### src/rtl/msg_framer.sv
// msg_framer: transmit-side AXI-Stream framer. Takes a beat-count command,
// forwards exactly that many upstream beats through one registered output
// stage and marks the final beat with m_tlast.
module msg_framer #(
  parameter int DATA_WIDTH     = 32,
  parameter int NUM_COUNT_BITS = 16
) (
  input  logic                      clk,
  input  logic                      rst,
  input  logic                      cmd_valid,
  output logic                      cmd_ready,
  input  logic [NUM_COUNT_BITS-1:0] cmd_length,
  input  logic [DATA_WIDTH-1:0]     s_tdata,
  input  logic                      s_tvalid,
  output logic                      s_tready,
  output logic [DATA_WIDTH-1:0]     m_tdata,
  output logic                      m_tvalid,
  output logic                      m_tlast,
  input  logic                      m_tready,
  output logic [NUM_COUNT_BITS-1:0] beat_count,
  output logic                      busy,
  output logic                      msg_done,
  output logic                      len_err
);

  typedef enum logic [1:0] {
    IDLE  = 2'd0,
    SEND  = 2'd1,
    DRAIN = 2'd2
  } state_t;

  state_t                    state_q;
  logic [NUM_COUNT_BITS-1:0] length_q;
  logic [NUM_COUNT_BITS-1:0] beat_count_q;
  logic [DATA_WIDTH-1:0]     m_tdata_q;
  logic                      m_tvalid_q;
  logic                      m_tlast_q;
  logic                      msg_done_q;
  logic                      len_err_q;

  logic                      cmd_fire;
  logic                      in_fire;
  logic                      out_fire;
  logic                      last_beat;
  logic [NUM_COUNT_BITS:0]   count_inc;

  // Handshake qualifiers and the widened last-beat compare (no wrap at all-ones).
  always_comb begin
    cmd_ready = !rst && (state_q == IDLE);
    s_tready  = !rst && (state_q == SEND) && (!m_tvalid_q || m_tready);
    cmd_fire  = cmd_valid && cmd_ready;
    in_fire   = s_tvalid && s_tready;
    out_fire  = m_tvalid_q && m_tready;
    count_inc = {1'b0, beat_count_q} + {{NUM_COUNT_BITS{1'b0}}, 1'b1};
    last_beat = (count_inc == {1'b0, length_q});
  end

  // Control FSM, beat counter and output register in one sequential block.
  always_ff @(posedge clk) begin
    if (rst) begin
      state_q      <= IDLE;
      length_q     <= '0;
      beat_count_q <= '0;
      m_tdata_q    <= '0;
      m_tvalid_q   <= 1'b0;
      m_tlast_q    <= 1'b0;
      msg_done_q   <= 1'b0;
      len_err_q    <= 1'b0;
    end else begin
      msg_done_q <= 1'b0;
      len_err_q  <= 1'b0;
      // Drain first; a same-cycle load below overrides the clear.
      if (out_fire) begin
        m_tvalid_q <= 1'b0;
        m_tlast_q  <= 1'b0;
      end
      unique case (state_q)
        IDLE: begin
          if (cmd_fire) begin
            if (cmd_length == '0) begin
              len_err_q <= 1'b1;
            end else begin
              length_q     <= cmd_length;
              beat_count_q <= '0;
              state_q      <= SEND;
            end
          end
        end
        SEND: begin
          if (in_fire) begin
            m_tvalid_q   <= 1'b1;
            m_tdata_q    <= s_tdata;
            m_tlast_q    <= last_beat;
            beat_count_q <= count_inc[NUM_COUNT_BITS-1:0];
            if (last_beat) state_q <= DRAIN;
          end
        end
        DRAIN: begin
          if (out_fire && m_tlast_q) begin
            state_q    <= IDLE;
            msg_done_q <= 1'b1;
          end
        end
        default: state_q <= IDLE;
      endcase
    end
  end

  assign m_tdata    = m_tdata_q;
  assign m_tvalid   = m_tvalid_q;
  assign m_tlast    = m_tlast_q;
  assign beat_count = beat_count_q;
  assign busy       = (state_q != IDLE);
  assign msg_done   = msg_done_q;
  assign len_err    = len_err_q;

endmodule

### config.mk
export PLATFORM = sky130hd
export DESIGN_NAME = msg_framer
export DESIGN_NICKNAME = d
export VERILOG_FILES = /design/src/rtl/msg_framer.sv
export SDC_FILE = /design/constraint.sdc
export NUM_CORES = 1
export LEC_CHECK = 0
export ABC_CLOCK_PERIOD_IN_PS = 2700
export BUFFER_PORTS_ARGS = -buffer_cell sky130_fd_sc_hd__buf_2
export CORE_AREA = 2 2 84 86
export DETAILED_ROUTE_END_ITERATION = 8
export DIE_AREA = 0 0 86 88
export HOLD_SLACK_MARGIN = 0.08
export PLACE_DENSITY = 0.78
export SLEW_MARGIN = 20
export SYNTH_ARGS = -nofsm -noshare
export SYNTH_HDL_FRONTEND = slang
export SYNTH_SLANG_ARGS = --single-unit
export TNS_END_PERCENT = 50
### constraint.sdc
create_clock -name clk -period 2.7 [get_ports clk]
set_input_delay 0.81 -clock clk [delete_from_list [all_inputs] [get_ports clk]]
set_output_delay 0.81 -clock clk [all_outputs]
set_load 0.05 [all_outputs]
# After elaboration in Yosys (flattened, before gate mapping)
# Index checks and enable logic that the tools add are counted.
# word_totals
ff_bits	70
output_inout_bits	55
word_cells	59
# op_classes
n_addsub	1
eq_ne	8
n_mux	18
n_bitwise	4
reduce_logical	20
# ops
operator	n
16-bit 2-to-1 mux	3
16-bit one-hot mux with 2 select lines	1
16-bit by 1-bit adder with 17-bit output, second input constant	1
17-bit by 16-bit equality test with 1-bit output	1
16-bit logical NOT	1
2-bit 2-to-1 mux	5
2-bit != test, second input constant	5
1-bit 2-to-1 mux	8
1-bit logical AND	7
2-bit one-hot mux with 3 select lines	1
5-bit AND reduction	1
1-bit NOT	4
4-bit AND reduction	1
2-bit nonzero test	2
3-bit AND reduction	1
3-bit OR reduction	1
2-bit by 1-bit equality test with 1-bit output, second input constant	1
2-bit equality test, second input constant	1
1-bit logical NOT	2
2-bit logical NOT	1
2-bit AND reduction	1
2-bit OR reduction	1
1-bit logical OR	1

# Logic depth before layout (Yosys ltp)
# depth
ltp_word	6
mapped_depth	8
mapped_depth_nobuf	7

# Worst setup path before layout
# OpenSTA, ideal clock, no wires.
# synth_timing
path_kind	in2reg
start	input port rst
end	register length_q[10]
arrival_ns	3.089
required_time_ns	2.572
slack_ns	-0.517
path_stages	5
cell_sequence	nor3_1 -> nand3_1 -> buf_2 -> mux2i_1 -> nor2_1
# synth_between
elab_chain_len	4
# synth_lines
item	line_no	source
start: declaration	9	input logic rst,
1-bit logical NOT	49	cmd_ready = !rst && (state_q == IDLE);
1-bit logical AND	49	
1-bit logical AND	51	cmd_fire = cmd_valid && cmd_ready;
3-bit AND reduction (no source line)	-	
end signal: assignment	83	length_q <= cmd_length;
end: declaration	33	logic [NUM_COUNT_BITS-1:0] length_q;
# Several ways; a longest one is shown, not always the timed one.
# A chain may end at the register's enable or synchronous reset.

# Worst setup path in the final report
# layout_timing
start	register beat_count_q[1] (netlist: beat_count[1])
end	register m_tlast_q (netlist: m_tlast)
# layout_between
elab_chain_len	4
# layout_lines
item	line_no	source
start: declaration	34	logic [NUM_COUNT_BITS-1:0] beat_count_q;
start signal: assignment	94	beat_count_q <= count_inc[NUM_COUNT_BITS-1:0];
16-bit by 1-bit adder with 17-bit output	54	count_inc = {1'b0, beat_count_q} + {{NUM_COUNT_BITS{1'b0}}, 1'b1};
17-bit by 16-bit equality test with 1-bit output	55	last_beat = (count_inc == {1'b0, length_q});
1-bit 2-to-1 mux	90	if (in_fire) begin
1-bit 2-to-1 mux	77	unique case (state_q)
end signal: assignment	93	m_tlast_q <= last_beat;
end: declaration	37	logic m_tlast_q;
# Every way passes these cells.

==> results.sh <==
export IMPL_status="finished, final reports clean"
export IMPL_post_route_period_util_pct=93.9
export IMPL_final_util_pct=61.2
export IMPL_fin_setup_tns_ps=0
export IMPL_hold_buffers=0
export IMPL_syn_nets=454
export IMPL_crit_slowest_cell="or4b_1"
export IMPL_fmax_mhz=394
export IMPL_drv_cap=0
export IMPL_area_growth_pct=24.8
export IMPL_clock_sink_count=70
export IMPL_p_leak_nw=1.89
export IMPL_synthArstFlopShare_pct=0
export IMPL_nets=556
export IMPL_hpwl_um=6200
export IMPL_path_clk_slew_ps=80
export IMPL_gp_congestion=0.876
export IMPL_synth_cell_types=56
export IMPL_grt_met2_usage_pct=38.1
export IMPL_setup_violations=0
export IMPL_grt_use_met1_pct=29.3
export IMPL_hp_class="reg -> reg"
export IMPL_grt_pass1_wl_um=13700
export IMPL_fin_worst_skew_ps=15.6
export IMPL_synth_cells=400
export IMPL_cts_buffers_inserted=9
export IMPL_fillers=590
export IMPL_post_cts_buffers=0
export IMPL_worstSkewPairLatency_ps=350
export IMPL_drc_errors=0
export IMPL_critPathRequiredTime_ps=2960
export IMPL_synth_warnings=0
export IMPL_port_buffers=107
export IMPL_initialDrtViolationCount=244
export IMPL_dieHeight_um=88
export IMPL_drv_slew=0
export IMPL_cts_htree_levels=3
export IMPL_critPathCaptureType="register"
export IMPL_arrival_ps=2790
export IMPL_power_density_nw_per_um2=595
export IMPL_worst_setup_path_start_kind="register"
export IMPL_cpPeakStageDelay_ps=560
export IMPL_ant_nets=0
export IMPL_cp_common_cell="o2111ai_1"
export IMPL_synth_edf_count=0
export IMPL_initial_core_util_pct=49.0
export IMPL_mostFrequentLayoutCells="buf_2, nand2_1, dfxtp_1"
export IMPL_post_route_min_period_ps=2540
export IMPL_root_buffer="clkbuf_8"
export IMPL_wirelength_um=8490
export IMPL_path_cells="ha_2 -> nand3_2 -> or4b_1 -> o2111ai_1 -> o2111ai_1 -> or3b_1 -> o41ai_2"
export IMPL_hold_viol=0
export IMPL_diodes=0
export IMPL_syn_area_per_cell_um2=8.14
export IMPL_busiest_layer="met2"
export IMPL_yosys_most_used_dff="dfxtp_1"
export IMPL_vias=3177
export IMPL_ir_worst_vdd_mv=0.331
export IMPL_die_area_um2=7570
export IMPL_stdcell_count=587
export IMPL_coreArea_um2=6640
export IMPL_worstSetupPathType="reg -> reg"
export IMPL_grt_pass1_vias=2876
export IMPL_viasPerCell=5.41
export IMPL_final_common_cell="buf_2"
export IMPL_place_inst=571
export IMPL_holdWs_ps=453
export IMPL_grt_overflow_total=0
export IMPL_wl_per_cell_um=14.5
export IMPL_io_pins=108
export IMPL_grt_start_max_net_pins=50
export IMPL_seq_area_frac_synth_pct=43.0
export IMPL_fin_total_pwr_w=0.00242
export IMPL_synth_area_um2=3260
export IMPL_drive_gt1_share_pct=29.6
export IMPL_cts_tree="built"
export IMPL_grt_total_usage_pct=23.0
export IMPL_cts_buffer_depth=2
export IMPL_rsz0062_at_grt="false"
export IMPL_rows=30
export IMPL_drtPass1Iterations=4
export IMPL_cp_max_fo=9
export IMPL_dieWidth_um=86
export IMPL_synth_seq_cells=70
export IMPL_antenna_found_initial=0
export IMPL_maxSlewHeadroom_pct=65.9
export IMPL_grt_use_met3_pct=4.34
export IMPL_tightest_slew_ps=512
## layout make-up
class	instances	area [µm²]	area share (%)
Multi-Input combinational cell	300	1740	42.7
Sequential cell	70	1400	34.5
Timing Repair Buffer	118	631	15.5
Clock buffer	9	124	3.05
Tap cell	80	100	2.46
Clock inverter	7	61.3	1.51
Inverter	3	11.3	0.277
## synth_stat cells (all sizes together) (2+ instances only)
library cell,n,area share [%]
a31oi,2,0.38
and2,4,0.77
o211ai,2,0.46
or3b,2,0.54
inv,3,0.35
buf,8,1.8
nand4,6,1.3
a21oi,41,6.3
nand2,81,9.3
o21ai,25,3.8
and4,2,0.54
nor3b,3,0.84
o2111ai,3,0.81
nand3,12,2.0
nor4,5,1.2
and3,5,1.0
mux2i,17,5.2
a211o,2,0.58
dfxtp,70,43
nor2,34,3.9
nand2b,5,1.2
o31ai,5,1.2
o41ai,4,1.3
xnor2,7,1.9
xor2,10,2.7
clkbuf,19,2.2
nor2b,2,0.38
nor3,5,0.77
## critical path: cells and delay by family (launching register included)
kind	cells	cell delay, ps
AO/OA/AOI/OAI	3	500
adder cells (fa/ha/maj)	1	290
flip-flops	1	450
AND/OR/NAND/NOR	3	1210
## state kept, by name, indices dropped and copies added, names as in the netlist
name,flops
m_tdata,32
beat_count,16
length_q,16
state_q,2
len_err,1
m_tlast,1
m_tvalid,1
msg_done,1
## power by group
part	total [W]	switching [W]	leakage, nW	internal, W
Combinational	0.000500	0.000326	1.23	0.000173
Sequential	0.00112	0.0000404	0.568	0.00108
Clock	0.000799	0.000447	0.0892	0.000352
## through the flow
step           setup slack, ps  area (µm²)
6_report                   163        4070
5_1_grt                   13.6        4070
4_1_cts                   94.0        4050
3_5_place_dp               114        3870
3_3_place_gp               307        3870
2_1_floorplan             23.0        3260
## per-layer routing
layer | part of all wire (%) | wire (µm)
met2 | 51 | 4310
met3 | 6.1 | 519
met4 | 1.8 | 155
met5 | 0 | 0
met1 | 41 | 3510
## logic make-up after synthesis
logic type	Yosys count	synth area share [%]
and+or+nand+nor	173	25.6
AOI/OAI and AO/OA	92	16.9
DFF	70	43.0
buffers and inverters	30	4.30
xor gates and xnor gates	17	4.57
muxes	17	5.22
adders and majority gates	1	0.384
## path summary, 6_finish.rpt
path / from / end / slack [ps] / cells after the start
setup / recovery: beat_count[1] / m_tlast / 160 / 7
setup reg to reg: beat_count[1] / m_tlast / 160 / 7
hold / removal: m_tdata[29] / m_tdata[29] / 450 / 2
hold reg to reg: m_tdata[29] / m_tdata[29] / 450 / 2
## what timing repair did
| item | in CTS | in global routing |
|---|---|---|
| gates resized for setup | 0 | 2 |
| hold endpoints to repair | 0 | 0 |
| endpoints found under the setup margin | 0 | 2 |
No activity file was read; power rests on OpenSTA's default activity.
